## config.mk

```make
export PLATFORM = sky130hd
export DESIGN_NAME = instr_fetch_flat
export DESIGN_NICKNAME = d
export VERILOG_FILES = /design/src/rtl/instr_fetch_pkg.sv /design/src/rtl/instr_fetch_if.sv /design/src/rtl/instr_fetch_next_pc.sv /design/src/rtl/instr_fetch.sv /design/src/flat_wrapper.sv
export SDC_FILE = /design/constraint.sdc
export NUM_CORES = 1
export LEC_CHECK = 0
export CAP_MARGIN = 20
export CORE_MARGIN = 10
export CORE_UTILIZATION = 45
export CTS_CLUSTER_DIAMETER = 50
export CTS_CLUSTER_SIZE = 8
export DETAILED_ROUTE_END_ITERATION = 6
export DONT_BUFFER_PORTS = 1
export PLACE_DENSITY_LB_ADDON = 0.3
export SYNTH_ARGS = -nofsm -noshare
export SYNTH_HDL_FRONTEND = slang
export SYNTH_SLANG_ARGS = --single-unit
export TNS_END_PERCENT = 100
```

## constraint.sdc

```tcl
create_clock -name CLK -period 9.02 [get_ports CLK]
set_clock_uncertainty 0.2 [all_clocks]
set_input_delay 1.804 -clock CLK [delete_from_list [all_inputs] [get_ports CLK]]
set_output_delay 1.804 -clock CLK [all_outputs]
set_load 0.02 [all_outputs]
```

## src/rtl/instr_fetch_pkg.sv

```systemverilog
// Shared types and constants for the instruction-fetch stage: PCSel and FSM state encodings.
package instr_fetch_pkg;

  localparam int unsigned XLEN    = 32;
  localparam int unsigned OPC_W   = 6;
  localparam int unsigned FUNCT_W = 6;
  localparam int unsigned JT_W    = 26;

  typedef enum logic [1:0] {
    PC_NEXT_INS = 2'b00,
    PC_REL_JMP  = 2'b01,
    PC_ABS_JMP  = 2'b10,
    PC_HALT     = 2'b11
  } pc_sel_e;

  typedef enum logic [1:0] {
    IF_IDLE   = 2'b00,
    IF_FETCH  = 2'b01,
    IF_VALID  = 2'b10,
    IF_HALTED = 2'b11
  } if_state_e;

  // Forces the two low address bits to zero so the PC stays word-aligned.
  function automatic logic [XLEN-1:0] align_word(input logic [XLEN-1:0] addr);
    return {addr[XLEN-1:2], 2'b00};
  endfunction

endpackage

```

## src/rtl/instr_fetch_if.sv

```systemverilog
// Fetch-stage bus: instruction-memory handshake plus the control-unit interface.
interface instr_fetch_if;
  import instr_fetch_pkg::*;

  // control unit -> fetch
  pc_sel_e           PCSel;
  logic [XLEN-1:0]   Immediate;
  logic [JT_W-1:0]   JumpTarget;
  logic              InsAccept;
  // instruction memory
  logic [XLEN-1:0]   IAddr;
  logic              IReq;
  logic [XLEN-1:0]   IRdata;
  logic              IReady;
  // fetch -> control unit
  logic [XLEN-1:0]   PC;
  logic [XLEN-1:0]   PC4;
  logic [XLEN-1:0]   Instruction;
  logic [OPC_W-1:0]  Opcode;
  logic [FUNCT_W-1:0] Funct;
  logic              InsValid;
  logic              Halted;
  logic              FetchErr;

  modport master (
    input  PCSel, Immediate, JumpTarget, InsAccept, IRdata, IReady,
    output IAddr, IReq, PC, PC4, Instruction, Opcode, Funct, InsValid, Halted, FetchErr
  );

  modport slave (
    output PCSel, Immediate, JumpTarget, InsAccept, IRdata, IReady,
    input  IAddr, IReq, PC, PC4, Instruction, Opcode, Funct, InsValid, Halted, FetchErr
  );

endinterface

```

## src/rtl/instr_fetch_next_pc.sv

```systemverilog
// Combinational next-PC selection; the halt case is resolved by the caller, which holds the PC.
module instr_fetch_next_pc
  import instr_fetch_pkg::*;
(
  input  logic [XLEN-1:0] pc4_i,
  input  pc_sel_e         pc_sel_i,
  input  logic [XLEN-1:0] imm_i,
  input  logic [JT_W-1:0] jump_target_i,
  output logic [XLEN-1:0] next_pc_o
);

  always_comb begin
    next_pc_o = pc4_i;
    case (pc_sel_i)
      PC_NEXT_INS: next_pc_o = pc4_i;
      PC_REL_JMP:  next_pc_o = pc4_i + (imm_i << 2);
      PC_ABS_JMP:  next_pc_o = {pc4_i[XLEN-1:XLEN-4], jump_target_i, 2'b00};
      default:     next_pc_o = pc4_i;
    endcase
  end

endmodule

```

## src/rtl/instr_fetch.sv

```systemverilog
// Instruction-fetch stage: PC register, fetch FSM and instruction register.
// Optional fetch timeout is compiled in with IF_TIMEOUT_EN.
module instr_fetch
  import instr_fetch_pkg::*;
#(
  parameter logic [XLEN-1:0] RESET_PC       = 32'h0000_0000,
  parameter int unsigned     TIMEOUT_CYCLES = 255
) (
  input  logic          CLK,
  input  logic          nReset,
  instr_fetch_if.master bus
);

  if_state_e       state_q, state_d;
  logic [XLEN-1:0] pc_q, pc_d;
  logic [XLEN-1:0] instr_q, instr_d;
  logic            ireq_q, ireq_d;
  logic            ins_valid_q, ins_valid_d;
  logic            halted_q, halted_d;
  logic            fetch_err_q, fetch_err_d;
  logic [XLEN-1:0] pc4;
  logic [XLEN-1:0] target;

`ifdef IF_TIMEOUT_EN
  localparam int unsigned CNT_W = $clog2(TIMEOUT_CYCLES + 1);
  localparam logic [CNT_W-1:0] CNT_LAST = CNT_W'(TIMEOUT_CYCLES - 1);
  logic [CNT_W-1:0] wait_cnt_q, wait_cnt_d;
  logic             expired;
`else
  logic unused_cfg;
  assign unused_cfg = ^TIMEOUT_CYCLES;
`endif

  assign pc4 = pc_q + XLEN'(4);

  instr_fetch_next_pc u_next_pc (
    .pc4_i         (pc4),
    .pc_sel_i      (bus.PCSel),
    .imm_i         (bus.Immediate),
    .jump_target_i (bus.JumpTarget),
    .next_pc_o     (target)
  );

`ifdef IF_TIMEOUT_EN
  // Counter is zero whenever we are outside FETCH, so it is clear on every entry.
  assign expired = (wait_cnt_q == CNT_LAST);

  always_comb begin
    wait_cnt_d = '0;
    if (state_q == IF_FETCH && !bus.IReady && !expired) begin
      wait_cnt_d = wait_cnt_q + CNT_W'(1);
    end
  end
`endif

  // Next-state and next-output computation.
  always_comb begin
    state_d     = state_q;
    pc_d        = pc_q;
    instr_d     = instr_q;
    fetch_err_d = fetch_err_q;
    case (state_q)
      IF_IDLE: state_d = IF_FETCH;
      IF_FETCH: begin
        if (bus.IReady) begin
          instr_d = bus.IRdata;
          state_d = IF_VALID;
        end
`ifdef IF_TIMEOUT_EN
        else if (expired) begin
          fetch_err_d = 1'b1;
          state_d     = IF_HALTED;
        end
`endif
      end
      IF_VALID: begin
        if (bus.InsAccept) begin
          if (bus.PCSel == PC_HALT) begin
            state_d = IF_HALTED;
          end else begin
            pc_d    = align_word(target);
            state_d = IF_FETCH;
          end
        end
      end
      IF_HALTED: state_d = IF_HALTED;
      default:   state_d = IF_IDLE;
    endcase
    ireq_d      = (state_d == IF_FETCH);
    ins_valid_d = (state_d == IF_VALID);
    halted_d    = (state_d == IF_HALTED);
  end

  always_ff @(posedge CLK or negedge nReset) begin
    if (!nReset) begin
      state_q     <= IF_IDLE;
      pc_q        <= align_word(RESET_PC);
      instr_q     <= '0;
      ireq_q      <= 1'b0;
      ins_valid_q <= 1'b0;
      halted_q    <= 1'b0;
      fetch_err_q <= 1'b0;
`ifdef IF_TIMEOUT_EN
      wait_cnt_q  <= '0;
`endif
    end else begin
      state_q     <= state_d;
      pc_q        <= pc_d;
      instr_q     <= instr_d;
      ireq_q      <= ireq_d;
      ins_valid_q <= ins_valid_d;
      halted_q    <= halted_d;
      fetch_err_q <= fetch_err_d;
`ifdef IF_TIMEOUT_EN
      wait_cnt_q  <= wait_cnt_d;
`endif
    end
  end

  assign bus.IAddr       = pc_q;
  assign bus.IReq        = ireq_q;
  assign bus.PC          = pc_q;
  assign bus.PC4         = pc4;
  assign bus.Instruction = instr_q;
  assign bus.Opcode      = instr_q[31:26];
  assign bus.Funct       = instr_q[5:0];
  assign bus.InsValid    = ins_valid_q;
  assign bus.Halted      = halted_q;
  assign bus.FetchErr    = fetch_err_q;

endmodule
```

## src/flat_wrapper.sv

```systemverilog
// flat-port wrapper written by rule: the top's interface ports become plain ports
module instr_fetch_flat import instr_fetch_pkg::*;
#(
  parameter logic [XLEN-1:0] RESET_PC       = 32'h0000_0000,
  parameter int unsigned     TIMEOUT_CYCLES = 255
)
  (CLK, nReset, bus_PCSel, bus_Immediate, bus_JumpTarget, bus_InsAccept, bus_IRdata, bus_IReady, bus_IAddr, bus_IReq, bus_PC, bus_PC4, bus_Instruction, bus_Opcode, bus_Funct, bus_InsValid, bus_Halted, bus_FetchErr);
  instr_fetch_if bus_i ();
  input  logic CLK;
  input  logic nReset;
  input wire logic [$bits(bus_i.PCSel)-1:0] bus_PCSel;
  input wire logic [$bits(bus_i.Immediate)-1:0] bus_Immediate;
  input wire logic [$bits(bus_i.JumpTarget)-1:0] bus_JumpTarget;
  input wire logic [$bits(bus_i.InsAccept)-1:0] bus_InsAccept;
  input wire logic [$bits(bus_i.IRdata)-1:0] bus_IRdata;
  input wire logic [$bits(bus_i.IReady)-1:0] bus_IReady;
  output wire logic [$bits(bus_i.IAddr)-1:0] bus_IAddr;
  output wire logic [$bits(bus_i.IReq)-1:0] bus_IReq;
  output wire logic [$bits(bus_i.PC)-1:0] bus_PC;
  output wire logic [$bits(bus_i.PC4)-1:0] bus_PC4;
  output wire logic [$bits(bus_i.Instruction)-1:0] bus_Instruction;
  output wire logic [$bits(bus_i.Opcode)-1:0] bus_Opcode;
  output wire logic [$bits(bus_i.Funct)-1:0] bus_Funct;
  output wire logic [$bits(bus_i.InsValid)-1:0] bus_InsValid;
  output wire logic [$bits(bus_i.Halted)-1:0] bus_Halted;
  output wire logic [$bits(bus_i.FetchErr)-1:0] bus_FetchErr;
  assign bus_i.PCSel = bus_PCSel;
  assign bus_i.Immediate = bus_Immediate;
  assign bus_i.JumpTarget = bus_JumpTarget;
  assign bus_i.InsAccept = bus_InsAccept;
  assign bus_i.IRdata = bus_IRdata;
  assign bus_i.IReady = bus_IReady;
  assign bus_IAddr = bus_i.IAddr;
  assign bus_IReq = bus_i.IReq;
  assign bus_PC = bus_i.PC;
  assign bus_PC4 = bus_i.PC4;
  assign bus_Instruction = bus_i.Instruction;
  assign bus_Opcode = bus_i.Opcode;
  assign bus_Funct = bus_i.Funct;
  assign bus_InsValid = bus_i.InsValid;
  assign bus_Halted = bus_i.Halted;
  assign bus_FetchErr = bus_i.FetchErr;
  instr_fetch #(.RESET_PC(RESET_PC), .TIMEOUT_CYCLES(TIMEOUT_CYCLES)) u_core (.CLK(CLK), .nReset(nReset), .bus(bus_i));
endmodule
```

==> results of run 1 <==
synthesized netlist by cell type (all sizes together), types with 6 or more instances:
cell    instances
and2            6
a31oi           9
nand2b          8
a211oi          6
ha             37
or3             7
mux2           32
nand3          21
a21oi          61
inv            16
xnor2          30
buf            53
a221oi         11
and3           13
nand2          60
o21ai          38
nor2           40
dfrtp          67
o21a           13
xor2           17
nor3           14
nand4          22
clkbuf         31
a21o           12
o22ai          10
worst max-delay path: cells and delay by family (launching register included):
kind                     cells  cell delay (ns)
AO/OA/AOI/OAI                6             1.56
AND/OR/NAND/NOR              5             1.13
adder cells (fa/ha/maj)      2             0.84
XOR/XNOR                     1             0.71
flip-flops                   1             0.68
report_power, final:
part / internal (W) / total [W] / leakage, nW / switching (W)
Clock: 0.000272 / 0.000411 / 0.170 / 0.000139
Sequential: 0.000429 / 0.000954 / 0.814 / 0.000525
Combinational: 0.000418 / 0.00109 / 1.59 / 0.000675
Total: 0.00112 / 0.00246 / 2.58 / 0.00134
metrics by stage:
| step | utilization, % | setup slack (ns) | power, W | std cells |
|---|---|---|---|---|
| finish | 46.6 | 3.77 | 0.00246 | 824 |
| global route | 46.6 | 3.40 | 0.00260 | 824 |
| CTS | 46.6 | 3.78 | 0.00246 | 824 |
| detailed placement | 43.9 | 3.84 | 0.00204 | 808 |
| global placement | 43.9 | 3.94 | 0.00201 | 808 |
| floorplan | - | 4.67 | 0.00184 | 711 |
metal layers:
layer  up-vias  global-route usage [%]  share of wire, %
li1       2417                       -                 -
met1      2547                    24.6                39
met2       312                    35.9                49
met3        34                    6.64                10
met4         2                    7.00               2.2
met5         -                       0             0.034
flip-flops by register name, summed over array words and instances (netlist names):
register	cells
u_core.bus.IReq	1
u_core.state_q	2
u_core.bus.IAddr	30
u_core.bus.Halted	1
u_core.bus.InsValid	1
u_core.bus.Instruction	32
cell type report:
| class | instances | area share (%) |
|---|---|---|
| clock inverters | 7 | 2.04 |
| repair buffers | 5 | 0.613 |
| well taps | 176 | 3.60 |
| multi-input cells | 543 | 61.6 |
| inverters | 17 | 1.04 |
| clock buffers | 9 | 3.68 |
| flip-flops and latches | 67 | 27.4 |
cells by family (layout without fill, tap and decap cells):
family	count (synthesis)	after routing
AOI/OAI and AO/OA	202	202
muxes	37	37
xor gates and xnor gates	48	48
and+or+nand+nor	211	211
other	1	7
buffers and inverters	101	38
DFF	67	67
adders and majority gates	38	38
layout by cell type, fill, tap and decap left out, types with 12 or more instances in the layout:
cell type and n:
nand2_1 60, nor3_1 13, dfrtp_1 67, xor2_1 17
xnor2_1 29, and3_1 13, o21a_1 13, ha_1 37
nand3_1 21, mux2_2 32, nor2_1 39, a21oi_1 61
inv_1 16, a21o_1 12, o21ai_0 35, nand4_1 21
final timing paths:
path,endpoint,start,depth (start not counted),slack [ns]
max in group asynchronous,u_core.state_q[0],nReset,0,7.56
hold reg to reg,u_core.bus.IReq,u_core.state_q[1],1,0.40
setup / recovery,u_core.bus.IAddr[31],u_core.bus.IAddr[2],14,3.77
hold / removal,u_core.bus.IReq,u_core.state_q[1],1,0.40
setup reg to reg,u_core.bus.IAddr[31],u_core.bus.IAddr[2],14,3.77
min in group asynchronous,u_core.bus.IAddr[15],nReset,0,0.96
==> reports/summary.txt, run 1 <==
F_max: 191 MHz
Die Y: 135 um
Unique masters post-synth: 70
# fillers: 1,279
Hold slack: 0.402 ns
Setup bufs post-CTS: 0
CP Class: reg -> reg
Largest net degree at the start of global routing: 68
Area delta synth->final: 2.34%
Worst-Margin Slew: 0.919 ns
Chip width: 135 um
CTS tree: built
Number of routed nets with antenna violations: 0
Adder-Cell Fraction of Synth Area: 8.07%
Number of nets in the layout: 777
Post-synthesis mux area share: 6.86%
Worst EP required: 9.04 ns
Status: finished clean
Total clock sinks: 67
CTS buffer count: 9
H-tree Lvls: 3
Cell Pwr Density: 401 nW/um^2
Initial core utilization: 45.5%
Final Wtd Congestion: 0.888
Cells after synthesis: 705
Setup Total Neg Slack: 0 ns
Synth warnings: 0
Endpoints failing setup: 0
Share of cells above drive strength 1: 10.2%
Post-synth top flop: dfrtp_1
Worst Path Arrival: 5.27 ns
Cell area after synthesis: 5980 um^2
Most frequent CP cell: ha_1
Vias: 5,312
Flip-flop and latch area: 1680 um^2
Largest area contributor in the netlist: dfrtp_1
Port buffer count: 0
Avg Cell Area, Syn: 8.49 um^2
Worst Path Max Fanout: 8
Post-layout instance area: 6120 um^2
Synth Area in Simple Gates: 17.9%
Clock transition at the registers of the reported paths: 0.06 ns
Placed cell areas: 5770 um^2
EDFF count, synth: 0
Headroom to the max-slew limit: 38.3%
Crit end category: register
Antenna cells: 0
Deepest clock path buffer count: 2
Synth area leaders: dfrtp_1, ha_1, buf_4
Setup crit start kind: register
Hold Path Class: reg -> reg
Seq/Total Area, Yosys: 28.0%
CP max-delay cell: xnor2_1
GRT overflow: 0
Combinational family with the most area after synthesis: compound AO/OA/AOI/OAI gates
Yosys reg bits: 67
MaxCap Viol Count: 0
CP cell instances: ha_1, nand3_1, nor2_1, and2_1, nand4_1, xnor2_1, ha_1, a21o_1, o21bai_1, a221oi_1, o21ai_0, a31oi_1, o311a_1, nand2_1
Gr usage total: 21.1%
DRT iter0 DRCs: 400
Max VDD drop: 0.000131 V
Hold Buf Count CTS: 0
Vias in the first global route: 5,144
Slew Limit Fails: 0
Core ar.: 13,100 um^2
Routed Wire Length: 20,500 um
Post-Synth XOR/XNOR Area: 7.57%
Final Critical Period: 5.25 ns
Synth async-reset ratio: 100%
Top cell type's share of synthesized area: 28.0%
Post-detail-place hpwl: 16,100 um
First-pass GRT wire length: 30,400 um
Period utilization: 58.2%
Post-DR vias/cell: 6.45
# resized after CTS: 0
Compound-cell area share of the yosys netlist: 22.0%
I/O pins: 240
Unrepaired setup endpoints after global routing: false
DRC viols: 0
Clock Latency Late Sink: 0.34 ns
Detailed-route wire length per cell: 24.9 um
Clk root buf: clkbuf_16
Initial antenna violation count: 1
P_leak: 2.58 nW
Drt first pass iters: 5
Crit-path max cell delay: 0.71 ns
Multi-input logic area: 3770 um^2
Die footprint: 18,300 um^2
Rows: 42
Final hold viol count: 0
(Power assumes the default switching activity.)
==> inputs of run 2 (changes only) <==
- clock period: 9.02 -> 5.3 ns (I/O delays scaled with it)
==> run 2 against run 1 <==
Effect of this change: fmax up 13%; highest routed layer unchanged; critical endpoint unchanged; via count rose by 1.8%; design area rose by 3.6%.
==> reports/summary.txt, run 2 (synthesis gave the netlist of run 1 again) <==
Status: finished clean
Initial antenna violation count: 1 (unchanged)
Sequential share of power: 32.1% (-6.7 points)
Reg2reg end: u_core.bus.IAddr[31]
Fin util: 48.3% (+1.7 points)
Die Y: 135 um (unchanged)
Core ar.: 13,100 um^2 (unchanged)
Cell Pwr Density: 680 nW/um^2 (+69%)
Vias: 5,409 (+1.8%)
Endpoints failing setup: 0 (unchanged)
F_max: 216 MHz (+13%)
Share of cells above drive strength 1: 14.8% (+4.6 points)
Multi-input logic area: 3770 um^2 (unchanged)
I/O pins: 240 (unchanged)
Vias in the first global route: 5,440 (+5.8%)
Unrepaired setup endpoints after global routing: false
H-tree Lvls: 3 (unchanged)
Final hold viol count: 0 (unchanged)
Routed Wire Length: 21,000 um (+2.7%)
Gr usage total: 22.1% (+1.0 points)
Die footprint: 18,300 um^2 (unchanged)
Setup WS pre-CTS: 0.731 ns (-3.11 ns)
P_leak: 2.73 nW (+5.9%)
Commonest cells after routing, fill and taps aside: dfrtp_1, a21oi_1, nand2_1
MaxCap Viol Count: 0 (unchanged)
FF-to-FF setup slack: 0.67 ns (-3.10 ns)
Switching Fraction: 54.2% (-0.20 points)
Largest net degree at the start of global routing: 68 (unchanged)
Setup crit start kind: register
Max FFs per register: 32 (unchanged)
Clk root buf: clkbuf_16
Antenna cells: 0 (unchanged)
Clock Latency Late Sink: 0.34 ns (about the same)
DRC viols: 0 (unchanged)
Post-detail-place hpwl: 16,500 um (+2.2%)
Port buffer count: 0 (unchanged)
Number of routed nets with antenna violations: 0 (unchanged)
RR Startpoint: u_core.bus.IAddr[5]
Gate power share: 53.3% (+8.8 points)
CTS buffer count: 9 (unchanged)
Chip width: 135 um (unchanged)
Total clock sinks: 67 (unchanged)
Period utilization: 87.4% (+29 points)
Rows: 42 (unchanged)
Worst-Margin Slew: 0.971 ns (+0.0519 ns)
CTS tree: built
Worst Path Max Fanout: 8 (unchanged)
Drt first pass iters: 5 (unchanged)
Slew Limit Fails: 0 (unchanged)
Clock transition at the registers of the reported paths: 0.06 ns (about the same)
Initial core utilization: 45.5% (unchanged)
Max VDD drop: 0.000234 V (+78%)
Final Critical Period: 4.63 ns (-0.617 ns)
Clock Power Share: 14.6% (-2.1 points)
Hold Buf Count CTS: 0 (unchanged)
Detailed-route wire length per cell: 24.5 um (-1.5%)
CP Class: reg -> reg
Worst EP required: 5.33 ns (-3.71 ns)
Crit end category: register
Switching power: 0.00234 W (+75%)
Headroom to the max-slew limit: 35.1% (-3.2 points)
Flip-flop and latch area: 1680 um^2 (unchanged)
Int Pwr: 0.00197 W (+76%)
Hold Path Class: in -> async
Area delta synth->final: 6.04%
First-pass GRT wire length: 31,900 um (+5.0%)
# resized after CTS: 0 (unchanged)
# fillers: 1,278 (-0.078%)
Post-DR vias/cell: 6.30 (-2.3%)
Number of nets in the layout: 812 (+4.5%)
Most common cell after layout, fill and taps aside: dfrtp_1
DRT iter0 DRCs: 379 (-5.3%)
Setup bufs post-CTS: 0 (unchanged)
Worst Path Arrival: 4.66 ns (-0.61 ns)
Reg2reg path depth: 14 (unchanged)
Final Wtd Congestion: 0.910 (+2.5%)
Deepest clock path buffer count: 2 (unchanged)
GRT overflow: 0 (unchanged)
Setup Total Neg Slack: 0 ns (unchanged)
Post-route setup slack: 0.669 ns (-3.10 ns)
## run 2: metrics by stage
stage | hold slack [ns] | total power [W] | area, um^2 | std cells
after floorplan | 0.326 | 0.00314 | 6000 | 711
after global placement | 0.400 | 0.00362 | 6030 | 843
after detailed placement | 0.402 | 0.00367 | 6030 | 843
after CTS | 0.204 | 0.00430 | 6340 | 859
after global routing | 0.201 | 0.00459 | 6340 | 859
final | 0.210 | 0.00431 | 6340 | 859
## run 2: worst max-delay path: stages, from the launching register on
cell	delay, ns
dfrtp_1	0.71
nand3_1	0.23
nor2_1	0.27
and2_1	0.40
nand2_1	0.20
nor2_1	0.21
xnor2_1	0.22
ha_1	0.38
a21oi_1	0.28
o21bai_1	0.20
a221oi_1	0.49
o21ai_0	0.16
a31oi_1	0.33
o311a_1	0.19
nand2_1	0.05
## run 2: final cells by class
| class | instances | area share, % |
|---|---|---|
| clock buffer | 9 | 3.55 |
| clock inverter | 7 | 1.32 |
| inverter | 17 | 1.01 |
| multi-input combinational | 543 | 59.5 |
| sequential | 67 | 26.4 |
| tap | 176 | 3.47 |
| timing repair buffer | 40 | 4.73 |
## run 2: power groups by stage
stage               logic, W  registers (W)  clock network [W]
floorplan            0.00187        0.00126                  0
global placement     0.00223        0.00139                  0
detailed placement   0.00226        0.00140                  0
CTS                  0.00228        0.00139           0.000635
global route         0.00249        0.00144           0.000656
finish               0.00230        0.00138           0.000629
## run 2: layer usage
metal	wire [um]	share of wire [%]	track usage, %	up-vias
met2	10300	49	37.5	296
met1	7900	38	25.3	2589
li1	-	-	-	2481
met4	413	2.0	6.88	2
met5	13	0.062	0	-
met3	2460	12	8.20	41
## run 2: worst max path at each step
| stage | from | to | slack [ns] | cells after the start |
|---|---|---|---|---|
| after floorplan | u_core.bus.IAddr[2] | u_core.bus.IAddr[31] | 1.15 | 16 |
| after detailed placement | u_core.bus.IAddr[5] | u_core.bus.IAddr[31] | 0.73 | 14 |
| after global placement | u_core.bus.IAddr[5] | u_core.bus.IAddr[31] | 0.75 | 14 |
| after CTS | u_core.bus.IAddr[5] | u_core.bus.IAddr[31] | 0.69 | 14 |
| after global routing | u_core.bus.IAddr[5] | u_core.bus.IAddr[31] | 0.25 | 14 |
| final | u_core.bus.IAddr[5] | u_core.bus.IAddr[31] | 0.67 | 14 |
==> inputs of run 3 (changes only) <==
- HOLD_SLACK_MARGIN: not set -> 0.05
==> results of run 3 <==
Same layout as run 2: the final DEF is identical, and so are final timing and power.
